**src/rtl/serial_pattern_gen.sv**
```systemverilog
// ---------------------------------------------------------------------------
// serial_pattern_gen
//
// Bit-serial pattern transmitter. A request (pattern, length, repeat count) is
// taken over a start/ready handshake. The pattern is then driven MSB-first
// (bit len-1 first) on o_x, one bit per clock, for the requested number of
// repetitions. An optional idle gap separates repetitions. A one-cycle o_done
// pulse follows the final bit. i_abort cancels a transfer without o_done.
//
// Ports:
//   i_clk      clock, rising edge
//   i_rst      asynchronous reset, active high
//   i_start    request valid (accepted when o_ready=1)
//   o_ready    high in IDLE only (decoded from state)
//   i_pattern  pattern bits, bit len-1 transmitted first
//   i_len      bits per repetition (clamped to MAX_LEN, 0 = no bits)
//   i_reps     repetition count (0 treated as 1)
//   i_abort    synchronous cancel of an active transfer
//   o_x        serial data (registered)
//   o_x_valid  o_x carries a pattern bit this cycle (registered)
//   o_busy     transfer in progress, SHIFT or GAP (registered)
//   o_done     one-cycle pulse after the final bit (registered)
// ---------------------------------------------------------------------------
module serial_pattern_gen #(
    parameter int MAX_LEN    = 8,
    parameter int LEN_W      = 4,
    parameter int CNT_W      = 4,
    parameter int GAP_CYCLES = 0
) (
    input  logic               i_clk,
    input  logic               i_rst,
    input  logic               i_start,
    output logic               o_ready,
    input  logic [MAX_LEN-1:0] i_pattern,
    input  logic [LEN_W-1:0]   i_len,
    input  logic [CNT_W-1:0]   i_reps,
    input  logic               i_abort,
    output logic               o_x,
    output logic               o_x_valid,
    output logic               o_busy,
    output logic               o_done
);

    localparam int GAP_W = (GAP_CYCLES > 1) ? $clog2(GAP_CYCLES) : 1;
    localparam logic [GAP_W-1:0] GAP_LAST  = GAP_W'((GAP_CYCLES > 0) ? GAP_CYCLES - 1 : 0);
    localparam logic [GAP_W-1:0] GAP_ONE   = GAP_W'(1);
    localparam logic [LEN_W-1:0] MAX_LEN_L = LEN_W'(MAX_LEN);
    localparam logic [LEN_W-1:0] LEN_ZERO  = '0;
    localparam logic [LEN_W-1:0] LEN_ONE   = LEN_W'(1);
    localparam logic [CNT_W-1:0] CNT_ZERO  = '0;
    localparam logic [CNT_W-1:0] CNT_ONE   = CNT_W'(1);

    typedef enum logic [1:0] {
        S_IDLE  = 2'd0,
        S_SHIFT = 2'd1,
        S_GAP   = 2'd2,
        S_DONE  = 2'd3
    } state_t;

    state_t             r_state;
    logic [MAX_LEN-1:0] r_pat;        // pattern left-aligned: first bit at MSB
    logic [MAX_LEN-1:0] r_shift;      // remaining bits of the current repetition
    logic [LEN_W-1:0]   r_len_m1;     // effective length minus one, for reloads
    logic [LEN_W-1:0]   r_bit_cnt;    // bits still to send after the one on o_x
    logic [CNT_W-1:0]   r_reps_left;  // repetitions left, including the current one
    logic [GAP_W-1:0]   r_gap_cnt;    // gap cycles left after the current one

    logic [LEN_W-1:0]   w_len_eff;
    logic [LEN_W-1:0]   w_shamt;
    logic [MAX_LEN-1:0] w_aligned;
    logic [CNT_W-1:0]   w_reps_eff;

    assign w_len_eff  = (i_len > MAX_LEN_L) ? MAX_LEN_L : i_len;
    assign w_reps_eff = (i_reps == CNT_ZERO) ? CNT_ONE : i_reps;
    // Left-align the pattern so every repetition shifts out of the MSB
    // regardless of length; len=0 never reaches SHIFT, so its value is unused.
    assign w_shamt    = MAX_LEN_L - w_len_eff;
    assign w_aligned  = i_pattern << w_shamt;

    assign o_ready = (r_state == S_IDLE);

    always_ff @(posedge i_clk or posedge i_rst) begin
        if (i_rst) begin
            r_state     <= S_IDLE;
            r_pat       <= '0;
            r_shift     <= '0;
            r_len_m1    <= '0;
            r_bit_cnt   <= '0;
            r_reps_left <= '0;
            r_gap_cnt   <= '0;
            o_x         <= 1'b0;
            o_x_valid   <= 1'b0;
            o_busy      <= 1'b0;
            o_done      <= 1'b0;
        end else begin
            o_done <= 1'b0;
            case (r_state)
                S_IDLE: begin
                    // abort wins over a simultaneous start
                    if (i_start && !i_abort) begin
                        r_pat       <= w_aligned;
                        r_reps_left <= w_reps_eff;
                        if (w_len_eff == LEN_ZERO) begin
                            r_state <= S_DONE;
                            o_done  <= 1'b1;
                        end else begin
                            r_state   <= S_SHIFT;
                            o_busy    <= 1'b1;
                            o_x_valid <= 1'b1;
                            o_x       <= w_aligned[MAX_LEN-1];
                            r_shift   <= w_aligned << 1;
                            r_len_m1  <= w_len_eff - LEN_ONE;
                            r_bit_cnt <= w_len_eff - LEN_ONE;
                        end
                    end
                end

                S_SHIFT: begin
                    if (i_abort) begin
                        r_state   <= S_IDLE;
                        o_x       <= 1'b0;
                        o_x_valid <= 1'b0;
                        o_busy    <= 1'b0;
                    end else if (r_bit_cnt != LEN_ZERO) begin
                        o_x       <= r_shift[MAX_LEN-1];
                        r_shift   <= r_shift << 1;
                        r_bit_cnt <= r_bit_cnt - LEN_ONE;
                    end else if (r_reps_left > CNT_ONE) begin
                        r_reps_left <= r_reps_left - CNT_ONE;
                        if (GAP_CYCLES > 0) begin
                            r_state   <= S_GAP;
                            o_x       <= 1'b0;
                            o_x_valid <= 1'b0;
                            r_gap_cnt <= GAP_LAST;
                        end else begin
                            // back-to-back: first bit of the next repetition, no bubble
                            o_x       <= r_pat[MAX_LEN-1];
                            r_shift   <= r_pat << 1;
                            r_bit_cnt <= r_len_m1;
                        end
                    end else begin
                        r_state   <= S_DONE;
                        o_x       <= 1'b0;
                        o_x_valid <= 1'b0;
                        o_busy    <= 1'b0;
                        o_done    <= 1'b1;
                    end
                end

                S_GAP: begin
                    if (i_abort) begin
                        r_state   <= S_IDLE;
                        o_x       <= 1'b0;
                        o_x_valid <= 1'b0;
                        o_busy    <= 1'b0;
                    end else if (r_gap_cnt == '0) begin
                        r_state   <= S_SHIFT;
                        o_x_valid <= 1'b1;
                        o_x       <= r_pat[MAX_LEN-1];
                        r_shift   <= r_pat << 1;
                        r_bit_cnt <= r_len_m1;
                    end else begin
                        r_gap_cnt <= r_gap_cnt - GAP_ONE;
                    end
                end

                S_DONE: begin
                    r_state <= S_IDLE;
                end

                default: begin
                    r_state <= S_IDLE;
                end
            endcase
        end
    end

endmodule

```
**config.mk**
```make
export PLATFORM = sky130hd
export DESIGN_NAME = serial_pattern_gen
export DESIGN_NICKNAME = d
export VERILOG_FILES = /design/src/rtl/serial_pattern_gen.sv
export SDC_FILE = /design/constraint.sdc
export NUM_CORES = 1
export LEC_CHECK = 0
export CORE_ASPECT_RATIO = 1.25
export CORE_MARGIN = 8
export CORE_UTILIZATION = 60
export DETAILED_ROUTE_END_ITERATION = 16
export PLACE_DENSITY = 0.86
export RECOVER_POWER = 50
export SETUP_SLACK_MARGIN = 0.5
export SLEW_MARGIN = 20
export SYNTH_ARGS = -nofsm -noshare
export SYNTH_HDL_FRONTEND = slang
export SYNTH_SLANG_ARGS = --single-unit
```
**constraint.sdc**
```tcl
create_clock -name i_clk -period 2.9 [get_ports i_clk]
set_input_delay 0.435 -clock i_clk [delete_from_list [all_inputs] [get_ports i_clk]]
set_output_delay 0.435 -clock i_clk [all_outputs]
set_load 0.01 [all_outputs]
```
* After elaboration in Yosys (flattened, before gate mapping)
Index checks and enable logic that the tools add are counted.
** Word-level totals
- Flip-flop bits (word level) :: 35
- Input port bits :: 20
- Output and inout bits :: 5
- Logic and storage cells :: 109
** Operators by class
- Add/subtract/negate cells :: 5
- Order comparisons :: 2
- Eq/ne operators :: 15
- Shift-type cells :: 1
- Mux-type cells :: 56
- Bitwise operators :: 2
- Reduce and logical (&&, ||, !) cells :: 17
** Operators by type and width (number)
- 8-bit two-way mux :: 7
- 4-bit two-way mux :: 13
- 8-bit case mux with 3 select lines :: 1
- 1-bit two-way mux :: 21
- 2-bit two-way mux :: 7
- 2-bit != test, second input constant :: 7
- 3-bit != test, second input constant :: 4
- 4-bit case mux with 3 select lines :: 1
- 6-bit AND reduction :: 2
- 4-bit by 1-bit subtractor with 4-bit output, second input constant :: 3
- 1-bit case mux with 3 select lines :: 3
- 4-bit zero test :: 2
- 2-bit case mux with 4 select lines :: 1
- 4-bit case mux with 2 select lines :: 1
- 4-bit AND reduction :: 2
- 8-bit by 4-bit left shift with 8-bit output :: 1
- 7-bit AND reduction :: 1
- 5-bit AND reduction :: 1
- 2-bit == test, second input constant :: 2
- 4-bit by 1-bit > comparator with 1-bit output, second input constant :: 1
- 4-bit > comparator, second input constant :: 1
- 2-bit AND reduction :: 2
- 4-bit nonzero test :: 1
- 4-bit subtractor, first input constant :: 1
- other kinds (11) :: 12

* Longest topological paths before layout
- Depth in word-level cells :: 7
- Depth in mapped cells :: 11
- Mapped depth without buffers :: 7

* Least setup slack after synthesis
Ideal clock, no wire load.
- Path kind :: input to register
- From :: in i_len[3]
- To :: reg r_shift[6]
- Setup time :: 0.104 ns
- Arrival :: 2.262 ns
- Required time :: 2.796 ns
- Slack :: 0.534 ns
- Stages :: 10
- Buffers on the path :: 4
- Cell sequence :: buf_2 -> nand2b_1 -> buf_4 -> ha_1 -> buf_4 -> and2_4 -> a221oi_4 -> nand3_2 -> buf_6 -> a221oi_1
** On the way
- Cells in the longest elaborated chain, start to end :: 7
- Elaborated cells on any way between the ends :: 10
- Classes of those cells :: add/sub (1); order compare (1); eq/ne (1); shift (1); mux (4); reduce/logical (2)
** RTL lines
- from (decl) :: RTL line 35 : input logic [LEN_W-1:0] i_len,
- 4-bit > comparator :: RTL line 73 : assign w_len_eff = (i_len > MAX_LEN_L) ? MAX_LEN_L : i_len;
- 4-bit two-way mux * :: RTL line 73
- 4-bit subtractor :: RTL line 77 : assign w_shamt = MAX_LEN_L - w_len_eff;
- 8-bit by 4-bit left shift with 8-bit output :: RTL line 78 : assign w_aligned = i_pattern << w_shamt;
- 8-bit two-way mux :: RTL line 103 : if (w_len_eff == LEN_ZERO) begin
- 8-bit two-way mux :: RTL line 100 : if (i_start && !i_abort) begin
- 8-bit case mux with 3 select lines :: RTL line 97 : case (r_state)
- to (signal assigned) :: RTL line 111 : r_shift <= w_aligned << 1;
- to (signal assigned) :: RTL line 126 : r_shift <= r_shift << 1;
- to (signal assigned) :: RTL line 138 : r_shift <= r_pat << 1;
- to (decl) :: RTL line 62 : logic [MAX_LEN-1:0] r_shift;
Mark *: on every way between the ends. The rest lies on a longest branch, timed or not. The select of a mux whose other input is x is not followed.
A chain may end at the register's enable or synchronous reset.

* Final worst setup path
- From :: in i_len[3]
- To :: reg o_x
** On the way
- Cells in the longest elaborated chain, start to end :: 7
- Elaborated cells on any way between the ends :: 10
- Classes of those cells :: add/sub (1); order compare (1); eq/ne (1); shift (1); mux (4); reduce/logical (2)
** RTL lines
- 4-bit > comparator :: RTL line 73
- 4-bit two-way mux * :: RTL line 73
- 4-bit subtractor :: RTL line 77
- 8-bit by 4-bit left shift with 8-bit output :: RTL line 78
- 1-bit two-way mux :: RTL line 103
- 1-bit two-way mux :: RTL line 100
- 1-bit case mux with 3 select lines :: RTL line 97
- to (signal assigned) :: RTL line 110 : o_x <= w_aligned[MAX_LEN-1];
- to (signal assigned) :: RTL line 125 : o_x <= r_shift[MAX_LEN-1];
- to (signal assigned) :: RTL line 137 : o_x <= r_pat[MAX_LEN-1];
- to (decl) :: RTL line 38 : output logic o_x,
Marked as above.

==> run_results.csv <==
group,metric,value,unit
clock_network,cts.sinks,33,
sta,tns,0,ps
sta,tightest_slew,1764,ps
critical_path,crit_type,"input pin to register",
place,portBuffers,24,
yosys,netlist_area,2277,µm²
power_and_ir_drop,peakVddDrop,0.0004103,V
yosys,syn_nets,285,
critical_path,critPathLaunchType,"input pin",
yosys,yosys.area_share.adder,4.945,%
sta,fin_crit_sh,77.76,%
critical_path,cp-end-kind,"register",
floorplan,rows,25,
run_status,violations,"capacitance limit, slew limit",
detailed_routing,via_count,2035,
detailed_routing,via_per_inst,6.262,
sta,fmax,0.4435,GHz
critical_path,r2r_cells,6,
sta,slew_viol_final,34,
yosys,synth_top_family_by_area,"compound AO/OA/AOI/OAI gates",
floorplan,ios,25,
global_route,grt_overflow,0,
yosys,synth_edf_count,0,
clock_network,clk_pin_slew_worst_paths,70,ps
detailed_routing,wirelength,5260,µm
floorplan,chipWidth,71.10,µm
clock_network,cts_tree,"built",
yosys,yosys_warnings,0,
floorplan,floorplan.initialDensity,61.18,%
final_layout,nets,313,
global_route,track_usage,18.53,%
sta,skew,3.036,ps
worst_hold_path,worstHoldPathCells,2,
detailed_routing,highest_layer,"met4",
yosys,synth_xor_area_share,1.538,%
critical_path,worstPathRequired,3050,ps
floorplan,die_area,6035,µm²
critical_path,cp.arrival,2410,ps
detailed_routing,wl_met1,2292,µm
clock_network,cts_buffer_depth,2,
worst_hold_path,hp-class,"register to register",
power_and_ir_drop,p_per_area,991.1,nW/µm²
detailed_routing,drcViolationCount,0,
yosys,synth-simple-area-share,18.41,%
global_route,grt_max_degree,34,
detailed_routing,wl_met2,2580,µm
clock_network,cts_max_level,2,
global_route,grt_pass1_wl,9183,µm
floorplan,die_h,84.88,µm
clock_network,cts_made_buffers,5,
floorplan,core,3722,µm²
detailed_routing,dr.pass1.iters,4,
yosys,seq_area_frac_synth,36.26,%
detailed_routing,avgRoutedWirePerCell,16.18,µm
yosys,ys_types,56,
yosys,postSynthAreaPerCell,8.895,µm²
yosys,ys_async_sr_fraction,100.0,%
yosys,synth_seq_cells,33,
yosys,synth_mux_area_share,7.967,%
place,place_hpwl,4003,µm
place,gp_congestion,0.8784,
clock_network,hold_buffers,0,
yosys,dominantRegCellSynth,"dfrtp_1",
power_and_ir_drop,p_leak,0.001159,µW
sta,setup_viol,0,
final_layout,syn_to_final_growth,17.42,%
clock_network,cts_resized,0,
sta,hold_ws,486.6,ps
yosys,syn_inst,256,
sta,relSlewSlack,-17.63,%
final_layout,layout_common_cells,"39 x nand2_1, 33 x dfrtp_1, 21 x clkdlybuf4s50_1, 20 x o21ai_0, 19 x a21oi_1",
critical_path,crit_path_max_fanout,9,
detailed_routing,wl_met3,265,µm
yosys,synth-compound-area-share,25.16,%
sta,rsz0062_at_grt,"yes",
detailed_routing,drt_iter0_markers,93,
global_route,grt_pass1_vias,1979,
clock_network,clock_latency,290,ps
run,cap_violations,1,
final_layout,final_common_cell,"nand2_1",
clock_network,post-cts-setup-buffers,0,
global_route,antenna_found_initial,0,
sta,min_period,2255,ps
final_layout,drive_gt1_share,12.63,%
detailed_routing,final_antenna_net_count,0,
sta,hold_viol,0,
final_layout,n_antenna_cell,0,
run_status,status,"finished, violations left",
clock_network,cts_root_buffer,"clkbuf_8",
synth_stat cells (7+ instances only):
cell type,count,area [µm²]
clkbuf_1,7,26.28
ha_1,9,112.6
dfrtp_1,33,825.8
nand2_1,39,146.4
mux2i_1,8,80.08
a21oi_1,19,95.09
nand2b_1,8,50.05
o21ai_0,20,100.1
nor2_1,11,41.29
inv_1,12,45.04
area by class of cell:
class                      instances  area (µm²)
clock buffer                       6       72.57
clock inverter                     2       10.01
fill                             293        1049
inverter                          12       45.04
multi-input combinational        195        1336
sequential                        33       825.8
tap                               40       50.05
timing repair buffer              37       334.1
routing by layer:
layer	global-route usage (%)	vias to the layer above
met2	31.02	73
met3	3.420	9
li1	-	986
met1	22.48	967
met4	8.159	0
met5	0	-
state kept, by name, summed over array words and instances, names as in the netlist:
signal,count
r_state,2
r_pat,8
o_done,1
o_x,1
o_x_valid,1
r_reps_left,4
r_shift,7
r_bit_cnt,4
r_len_m1,4
o_busy,1
critical path, cell delays in order:
cell and delay (ps):
clkdlybuf4s50_1 420, nand2b_1 170, ha_2 470, mux2i_1 260, mux2i_1 150, a22oi_1 350, a31oi_1 140
per-stage QoR:
| stage | instance area [µm²] | worst slack (ps) | utilization [%] | cells | power (µW) |
|---|---|---|---|---|---|
| 3_3_place_gp | 2580 | 313.5 | 69.31 | 317 | 2255 |
| 5_1_grt | 2674 | 289.1 | 71.83 | 325 | 2872 |
| 6_report | 2674 | 645.0 | 71.83 | 325 | 2650 |
| 3_5_place_dp | 2580 | 262.9 | 69.31 | 317 | 2294 |
| 2_1_floorplan | 2277 | 534.5 | - | 256 | 1900 |
| 4_1_cts | 2663 | 560.0 | 71.53 | 325 | 2636 |
cells by family after synthesis:
| kind of cell | Yosys count |
|---|---|
| simple gates | 86 |
| compound gates | 82 |
| flops | 33 |
| buf+inv | 28 |
| mux | 14 |
| fa+ha+maj | 9 |
| xor+xnor | 4 |
final timing paths:
check                                    startpoint                    endpoint  slack (ps)
max reg2reg                r_bit_cnt[0]$_DFFE_PP0P_          o_busy$_DFFE_PP0P_         800
min                            r_pat[0]$_DFFE_PP0P_        r_pat[0]$_DFFE_PP0P_         490
min reg2reg                    r_pat[0]$_DFFE_PP0P_        r_pat[0]$_DFFE_PP0P_         490
max in group asynchronous                     i_rst  r_reps_left[0]$_DFFE_PP0P_         670
max                                        i_len[3]             o_x$_DFFE_PP0P_         650
min in group asynchronous                     i_rst    r_bit_cnt[2]$_DFFE_PP0P_        1200
power by group:
part | switching, µW | internal, µW | total [µW]
registers | 160 | 674 | 834
logic | 837 | 644 | 1480
clock network | 169 | 166 | 335
total | 1170 | 1480 | 2650
Note: power is estimated with default switching activity, not from simulation.
